--- src/rtl/mem_arb_pkg.sv ---
// Shared types and constants for the fetch/exec AXI memory arbiter.
package mem_arb_pkg;

    typedef enum logic [2:0] {
        IDLE,
        RADDR,
        RDATA,
        WRITE,
        WRESP,
        DONE
    } state_e;

    localparam logic       SZ_BYTE    = 1'b0;
    localparam logic       SZ_WORD    = 1'b1;

    localparam logic [1:0] BURST_INCR = 2'b01;
    localparam logic [3:0] CACHE_DEF  = 4'b0011;
    localparam logic       LOCK_DEF   = 1'b0;
    localparam logic [2:0] PROT_DEF   = 3'b000;
    localparam logic [3:0] QOS_DEF    = 4'b0000;
    localparam logic [2:0] ARSIZE_B   = 3'b000;
    localparam logic [2:0] ARSIZE_W   = 3'b010;

    function automatic logic [2:0] ax_size(input logic sz);
        return (sz == SZ_WORD) ? ARSIZE_W : ARSIZE_B;
    endfunction

endpackage

--- src/rtl/axi_lane_mux.sv ---
// Combinational lane steering between a 32-bit requester word and the 512-bit AXI data bus.
module axi_lane_mux
    import mem_arb_pkg::*;
(
    input  logic [511:0] rdata,
    input  logic [5:0]   addr,
    input  logic         size,
    input  logic [31:0]  wdata_in,
    output logic [31:0]  rword,
    output logic [511:0] wdata,
    output logic [63:0]  wstrb
);

    logic [31:0] lane_word;
    logic [7:0]  lane_byte;

    always_comb begin
        lane_word = rdata[32*addr[5:2] +: 32];
        lane_byte = rdata[8*addr +: 8];
        if (size == SZ_WORD) begin
            rword = lane_word;
            wdata = {16{wdata_in}};
            wstrb = 64'hf << {addr[5:2], 2'b00};
        end else begin
            // byte stores come from [7:0] so every byte lane carries the same byte
            rword = {{24{lane_byte[7]}}, lane_byte};
            wdata = {64{wdata_in[7:0]}};
            wstrb = 64'h1 << addr;
        end
    end

endmodule

--- src/rtl/axi_mem_arbiter.sv ---
// Fetch/exec arbiter onto one AXI4 master port; one single-beat transaction outstanding at a time.
// Define ARB_RR_EN for round-robin arbitration (default: fixed exec-over-fetch priority).
module axi_mem_arbiter
    import mem_arb_pkg::*;
#(
    parameter logic [3:0] FETCH_ID = 4'h0,
    parameter logic [3:0] EXEC_ID  = 4'h1
) (
    input  logic         clk,
    input  logic         rstn,
    input  logic         f_req,
    input  logic [30:0]  f_addr,
    output logic         f_ack,
    output logic [31:0]  f_rdata,
    input  logic         e_req,
    input  logic         e_we,
    input  logic         e_size,
    input  logic [30:0]  e_addr,
    input  logic [31:0]  e_wdata,
    output logic         e_ack,
    output logic [31:0]  e_rdata,
    output logic         e_err,
    output logic [30:0]  araddr,
    output logic [3:0]   arid,
    output logic [7:0]   arlen,
    output logic [2:0]   arsize,
    output logic [1:0]   arburst,
    output logic [3:0]   arcache,
    output logic         arlock,
    output logic [2:0]   arprot,
    output logic [3:0]   arqos,
    output logic         arvalid,
    input  logic         arready,
    input  logic [511:0] rdata,
    input  logic [3:0]   rid,
    input  logic         rlast,
    input  logic [1:0]   rresp,
    input  logic         rvalid,
    output logic         rready,
    output logic [30:0]  awaddr,
    output logic [3:0]   awid,
    output logic [7:0]   awlen,
    output logic [2:0]   awsize,
    output logic [1:0]   awburst,
    output logic [3:0]   awcache,
    output logic         awlock,
    output logic [2:0]   awprot,
    output logic [3:0]   awqos,
    output logic         awvalid,
    input  logic         awready,
    output logic [511:0] wdata,
    output logic [63:0]  wstrb,
    output logic         wlast,
    output logic         wvalid,
    input  logic         wready,
    input  logic [3:0]   bid,
    input  logic [1:0]   bresp,
    input  logic         bvalid,
    output logic         bready
);

    state_e      state_q, state_d;
    logic        sel_exec_q, sel_exec_d;
    logic [30:0] addr_q, addr_d;
    logic        size_q, size_d;
    logic [31:0] wdata_q, wdata_d;
    logic        arvalid_q, arvalid_d;
    logic        rready_q, rready_d;
    logic        awvalid_q, awvalid_d;
    logic        wvalid_q, wvalid_d;
    logic        bready_q, bready_d;
    logic        f_ack_q, f_ack_d;
    logic        e_ack_q, e_ack_d;
    logic        e_err_q, e_err_d;
    logic [31:0] f_rdata_q, f_rdata_d;
    logic [31:0] e_rdata_q, e_rdata_d;

    logic        pick_exec;
    logic        rd_fire;
    logic        aw_done;
    logic        w_done;
    logic [31:0] rword;
    logic [511:0] mux_wdata;
    logic [63:0] mux_wstrb;

    // rid/bid/rlast carry no information for single-beat, single-outstanding traffic
    logic unused_ok;
    assign unused_ok = ^{rid, rlast, bid, f_addr[1:0]};

    axi_lane_mux u_lane_mux (
        .rdata    (rdata),
        .addr     (addr_q[5:0]),
        .size     (size_q),
        .wdata_in (wdata_q),
        .rword    (rword),
        .wdata    (mux_wdata),
        .wstrb    (mux_wstrb)
    );

`ifdef ARB_RR_EN
    logic last_exec_q, last_exec_d;

    always_comb begin
        pick_exec   = e_req && (!f_req || !last_exec_q);
        last_exec_d = last_exec_q;
        if (state_q == IDLE && (f_req || e_req)) last_exec_d = pick_exec;
    end

    always_ff @(posedge clk or negedge rstn) begin
        if (!rstn) last_exec_q <= 1'b0;
        else       last_exec_q <= last_exec_d;
    end
`else
    always_comb pick_exec = e_req;
`endif

    always_comb begin
        state_d    = state_q;
        sel_exec_d = sel_exec_q;
        addr_d     = addr_q;
        size_d     = size_q;
        wdata_d    = wdata_q;
        arvalid_d  = arvalid_q;
        rready_d   = rready_q;
        awvalid_d  = awvalid_q;
        wvalid_d   = wvalid_q;
        bready_d   = bready_q;
        f_ack_d    = 1'b0;
        e_ack_d    = 1'b0;
        e_err_d    = 1'b0;
        f_rdata_d  = f_rdata_q;
        e_rdata_d  = e_rdata_q;
        aw_done    = !awvalid_q || awready;
        w_done     = !wvalid_q || wready;
        rd_fire    = rready_q && rvalid &&
                     ((state_q == RADDR && arready) || state_q == RDATA);

        case (state_q)
            IDLE: begin
                if (f_req || e_req) begin
                    sel_exec_d = pick_exec;
                    if (pick_exec) begin
                        addr_d  = (e_size == SZ_WORD) ? {e_addr[30:2], 2'b00} : e_addr;
                        size_d  = e_size;
                        wdata_d = e_wdata;
                    end else begin
                        addr_d  = {f_addr[30:2], 2'b00};
                        size_d  = SZ_WORD;
                    end
                    if (pick_exec && e_we) begin
                        state_d   = WRITE;
                        awvalid_d = 1'b1;
                        wvalid_d  = 1'b1;
                    end else begin
                        state_d   = RADDR;
                        arvalid_d = 1'b1;
                        rready_d  = 1'b1;
                    end
                end
            end
            RADDR: begin
                if (arready) begin
                    arvalid_d = 1'b0;
                    state_d   = RDATA;
                end
            end
            RDATA: ;
            WRITE: begin
                if (awready) awvalid_d = 1'b0;
                if (wready)  wvalid_d  = 1'b0;
                if (aw_done && w_done) begin
                    state_d  = WRESP;
                    bready_d = 1'b1;
                end
            end
            WRESP: begin
                if (bvalid) begin
                    bready_d = 1'b0;
                    e_ack_d  = 1'b1;
                    e_err_d  = (bresp != 2'b00);
                    state_d  = DONE;
                end
            end
            DONE:    state_d = IDLE;
            default: state_d = IDLE;
        endcase

        // read completion is shared by RDATA and the AR+R same-cycle case in RADDR
        if (rd_fire) begin
            rready_d = 1'b0;
            state_d  = DONE;
            if (sel_exec_q) begin
                e_ack_d   = 1'b1;
                e_err_d   = (rresp != 2'b00);
                e_rdata_d = rword;
            end else begin
                f_ack_d   = 1'b1;
                f_rdata_d = rword;
            end
        end
    end

    always_ff @(posedge clk or negedge rstn) begin
        if (!rstn) begin
            state_q    <= IDLE;
            sel_exec_q <= 1'b0;
            addr_q     <= '0;
            size_q     <= SZ_WORD;
            wdata_q    <= '0;
            arvalid_q  <= 1'b0;
            rready_q   <= 1'b0;
            awvalid_q  <= 1'b0;
            wvalid_q   <= 1'b0;
            bready_q   <= 1'b0;
            f_ack_q    <= 1'b0;
            e_ack_q    <= 1'b0;
            e_err_q    <= 1'b0;
            f_rdata_q  <= '0;
            e_rdata_q  <= '0;
        end else begin
            state_q    <= state_d;
            sel_exec_q <= sel_exec_d;
            addr_q     <= addr_d;
            size_q     <= size_d;
            wdata_q    <= wdata_d;
            arvalid_q  <= arvalid_d;
            rready_q   <= rready_d;
            awvalid_q  <= awvalid_d;
            wvalid_q   <= wvalid_d;
            bready_q   <= bready_d;
            f_ack_q    <= f_ack_d;
            e_ack_q    <= e_ack_d;
            e_err_q    <= e_err_d;
            f_rdata_q  <= f_rdata_d;
            e_rdata_q  <= e_rdata_d;
        end
    end

    assign f_ack   = f_ack_q;
    assign f_rdata = f_rdata_q;
    assign e_ack   = e_ack_q;
    assign e_rdata = e_rdata_q;
    assign e_err   = e_err_q;

    assign araddr  = addr_q;
    assign arid    = sel_exec_q ? EXEC_ID : FETCH_ID;
    assign arlen   = 8'd0;
    assign arsize  = ax_size(size_q);
    assign arburst = BURST_INCR;
    assign arcache = CACHE_DEF;
    assign arlock  = LOCK_DEF;
    assign arprot  = PROT_DEF;
    assign arqos   = QOS_DEF;
    assign arvalid = arvalid_q;
    assign rready  = rready_q;

    assign awaddr  = addr_q;
    assign awid    = EXEC_ID;
    assign awlen   = 8'd0;
    assign awsize  = ax_size(size_q);
    assign awburst = BURST_INCR;
    assign awcache = CACHE_DEF;
    assign awlock  = LOCK_DEF;
    assign awprot  = PROT_DEF;
    assign awqos   = QOS_DEF;
    assign awvalid = awvalid_q;
    assign wdata   = mux_wdata;
    assign wstrb   = wvalid_q ? mux_wstrb : 64'd0;
    assign wlast   = wvalid_q;
    assign wvalid  = wvalid_q;
    assign bready  = bready_q;

endmodule

--- config.mk ---
export PLATFORM = sky130hd
export DESIGN_NAME = axi_mem_arbiter
export DESIGN_NICKNAME = d
export VERILOG_FILES = /design/src/rtl/mem_arb_pkg.sv /design/src/rtl/axi_lane_mux.sv /design/src/rtl/axi_mem_arbiter.sv
export SDC_FILE = /design/constraint.sdc
export NUM_CORES = 1
export LEC_CHECK = 0
export CORE_AREA = 4 4 547 549
export DETAILED_ROUTE_END_ITERATION = 10
export DIE_AREA = 0 0 551 553
export GPL_TIMING_DRIVEN = 0
export SYNTH_ARGS = -nofsm -noshare
export SYNTH_HDL_FRONTEND = slang
export SYNTH_HIERARCHICAL = 1
export SYNTH_SLANG_ARGS = --single-unit
--- constraint.sdc ---
create_clock -name clk -period 3.1 [get_ports clk]
set_input_delay 0.465 -clock clk [delete_from_list [all_inputs] [get_ports clk]]
set_output_delay 0.465 -clock clk [all_outputs]
set_load 0.02 [all_outputs]
==> summary.md <==
| Metric | Value |
|---|---|
| Clock group share of total power | `approximately 4.7%` |
| Placed cells | `approximately 7.1k` |
| Total wire length | `approximately 230,000 µm` |
| Die X | `between 500 and 600 µm` |
| DRC viols | `0` |
| Core Rows | `199` |
| Placed Instance Area | `between 30,000 and 40,000 µm²` |
| Worst Path Required | `between 3000 and 4000 ps` |
| Switch Pwr | `roughly 31 mW` |
| Async set-reset flop share out of synthesis | `100%` |
| Placeable Area | `294,000 µm²` |
| Fmax | `just under 0.3 GHz` |
| Number of global-route vias before repair | `around 22k` |
| Ys flop type | `dfrtp_1` |
| Clock Skews | `43.1 ps` |
| Status | `complete, but fails checks` |
| Pre-CTS setup slack | `-2830 ps` |
| Via total after detailed routing | `23.4k` |
| Yosys warns | `6` |
| Die ar. | `between 300,000 and 400,000 µm²` |
| Worst-Margin Slew | `1030 ps` |
| Fin crit share | `109%` |
| WHS | `around 480 ps` |
| DRT antenna net count | `0` |
| Area grow syn2layout | `136%` |
| # port buffers | `~1.3k` |
| Crit-path max FO | `8` |
| Power density over the cells | `between 1000 and 1500 nW/µm²` |
| Internal | `a little under 30 mW` |
| Die Ht | `around 550 µm` |
| GR Util All Layers | `between 10 and 15%` |
| H-tree depth | `4` |
| I/O Pins | `approximately 1.4k` |
| Clock tree root buffer cell | `clkbuf_16` |
| Violated checks | `negative setup slack` |
| Yosys cell types | `69` |
| Setup violators final | `91` |
| Combinational fraction of design power | `88.7%` |
| Critical path class | `reg2reg` |
| Syn_area_per_cell | `10.3 µm²` |
| Initial Util | `between 6 and 7%` |
| Max cap viols | `0` |
| Total CTS buffers | `25` |
| Design area | `around 44,000 µm²` |
| DP HPWL | `183,000 µm` |
| Final net count | `approximately 4.2k` |
| Post-synth EDFFs | `0` |
| Critical path capture point type | `flop` |
| Fin worst setup slack | `-268 ps` |
| Synthesized area | `18,500 µm²` |
| Vias per std cell | `~3.1` |
| Non-filler instance count after layout | `roughly 7.5k` |
| RSZ-0062 raised after global routing | `yes` |
| Post-Syn Instances | `~1.8k` |
| Sequential share of the synthesized area | `19.0%` |
| DR WL/cell | `slightly above 30 µm` |
| Drt first pass iters | `7` |
| GRT overflow | `0` |
| Switching Fraction | `51.5%` |
| Clock Latency Late Sink | `570 ps` |
| Leakage | `17.6 nW` |
| Slew Limit Fails | `0` |
| CTS tree | `done` |
| Part of the power in registers | `roughly 6.6%` |
| # clock sinks | `140` |
| Worst slew margin | `31.3%` |
| Minimum clock period | `around 3400 ps` |
| Yosys reg bits | `140` |
| Max Buffers Root-to-Sink | `3` |
| DR iter-0 viols | `roughly 2.5k` |
| Final Wtd Congestion | `between 0.9 and 1` |
| Critical Path Start Type | `flop` |
| VDD IR-drop max | `0.560 mV` |
| Largest net degree at the start of global routing | `between 70 and 80` |
| CP Data Arrival Time | `3790 ps` |
| First-pass GRT wire length | `about 270,000 µm` |
| Final hold vios | `0` |
| Clk pin slew, worst setup/hold paths | `~70 ps` |
| Critical Path Source | `araddr[2]` |
| Share of cells above drive strength 1 | `55.2%` |
| Tightest Hold Check Type | `in2async` |
| Initial antenna violation count | `109` |
| FF-to-FF Start | `araddr[2]` |
Yosys cell counts (all sizes together) (17+ instances only):
cell type  instances  area share [%]
buf              653              27
nor2b             19            0.64
clkbuf            46            0.94
mux4             193              24
dfrtp            139              19
a21oi             27            0.75
nor2              94             1.9
nand2b            17            0.58
and2              67             2.3
mux2             111             8.1
a21o              27             1.1
o21ai             82             2.2
nand2             98             2.0
mux2i             79             4.3
layer usage:
layer	vias up	routed length, µm	part of all wire (%)	global-route usage, %
met3	639	23800	10	5.23
met4	54	18900	8.3	9.64
met1	11227	77900	34	14.5
met2	2065	106000	47	23.8
li1	9438	-	-	-
met5	-	379	0.17	0.0950
cells in the final DEF, fill, tap and decap left out, types with 9 or more instances in the layout:
cell / n
nor2_1: 60
mux2_4: 69
dlygate4sd2_1: 21
buf_2: 168
o21ai_4: 9
clkbuf_2: 55
dfrtp_1: 125
o21ai_0: 38
and2_4: 16
buf_8: 27
nor2_4: 14
nand2_8: 50
buf_4: 701
mux4_2: 193
clkdlybuf4s50_1: 882
mux2i_1: 65
a22oi_1: 11
buf_6: 231
nand2_4: 17
clkbuf_16: 35
o21ai_1: 35
nand2_1: 43
nor2_2: 20
mux2_2: 37
and2_1: 51
nor2b_1: 16
nand2b_4: 10
clkdlybuf4s15_1: 18
clkbuf_1: 18
buf_16: 20
buf_12: 101
dfrtp_2: 11
a21o_4: 20
a21oi_1: 25
conb_1: 55
clkdlybuf4s15_2: 59
diode_2: 65
a211oi_1: 14
critical path, stage by stage (launching register included):
cell	delay, ps
dfrtp_2	400
buf_12	180
buf_12	160
buf_16	130
buf_16	130
buf_16	170
mux2i_1	620
nand2_1	150
a41oi_1	230
a21oi_1	100
a211o_2	500
mux2_4	330
worst paths after layout:
kind | endpoint | depth (start not counted) | slack, ps
worst max-delay path | f_rdata[10] | 11 | -270
worst min-delay path | wdata_q[18] | 2 | 480
worst max register to register | f_rdata[10] | 11 | -270
worst min register to register | f_rdata[28] | 1 | 510
max in group asynchronous | wdata_q[3] | 3 | 1680
min in group clk | f_rdata[28] | 1 | 510
cell families after synthesis:
family                 after synthesis  synth area share, %
AO/OA/AOI/OAI                      232                 8.35
buffers and inverters              711                 27.9
flip-flops                         140                 19.0
multiplexers                       383                 36.0
other                                2               0.0407
AND/OR/NAND/NOR                    330                 8.73
state kept, by name (all words and copies together) (netlist names):
name / flops
wlast: 1
size_q: 1
bready: 1
e_err: 1
rready: 1
e_ack: 1
f_rdata: 32
arvalid: 1
wdata_q: 32
f_ack: 1
e_rdata: 32
awvalid: 1
sel_exec_q: 1
araddr: 31
state_q: 3
per-stage QoR:
stage | utilization [%] | setup TNS [ps] | power (mW)
3_5_place_dp | 12.6 | -1187710 | 49.9
5_1_grt | 14.8 | -18240 | 62.8
6_report | 14.8 | -9840 | 60.6
2_1_floorplan | - | 0 | 26.0
3_3_place_gp | 12.6 | -2172160 | 49.5
4_1_cts | 14.6 | -31900 | 60.1
power by group through the flow:
stage               combinational (mW)  clock [mW]  sequential, mW
finish                            53.7        2.84            4.02
global route                      55.6        3.11            4.16
CTS                               52.9        3.10            4.05
detailed placement                45.9           0            3.97
global placement                  45.4           0            4.12
floorplan                         21.8           0            4.19
what timing repair did:
action | CTS | global route
hold buffers | 1 | 0
hold endpoints to repair | 76 | 0
gates cloned | 26 | 2
setup endpoints to repair | 514 | 344
gates resized for setup | 2259 | 332
pin swaps | 68 | 42
setup buffers | 248 | 65
cell type report:
class / instances / area, µm²
Buffer: 677 / 5980
Clock inverter: 2 / 60.1
Fill cell: 33040 / 250000
Sequential cell: 140 / 3530
Tap cell: 3919 / 4900
Multi-Input combinational cell: 1022 / 11900
Clock buffer: 30 / 664
Timing Repair Buffer: 1642 / 16300
Antenna cell: 65 / 163
Inverter: 12 / 77.6
Note: power is estimated with default switching activity, not from simulation.
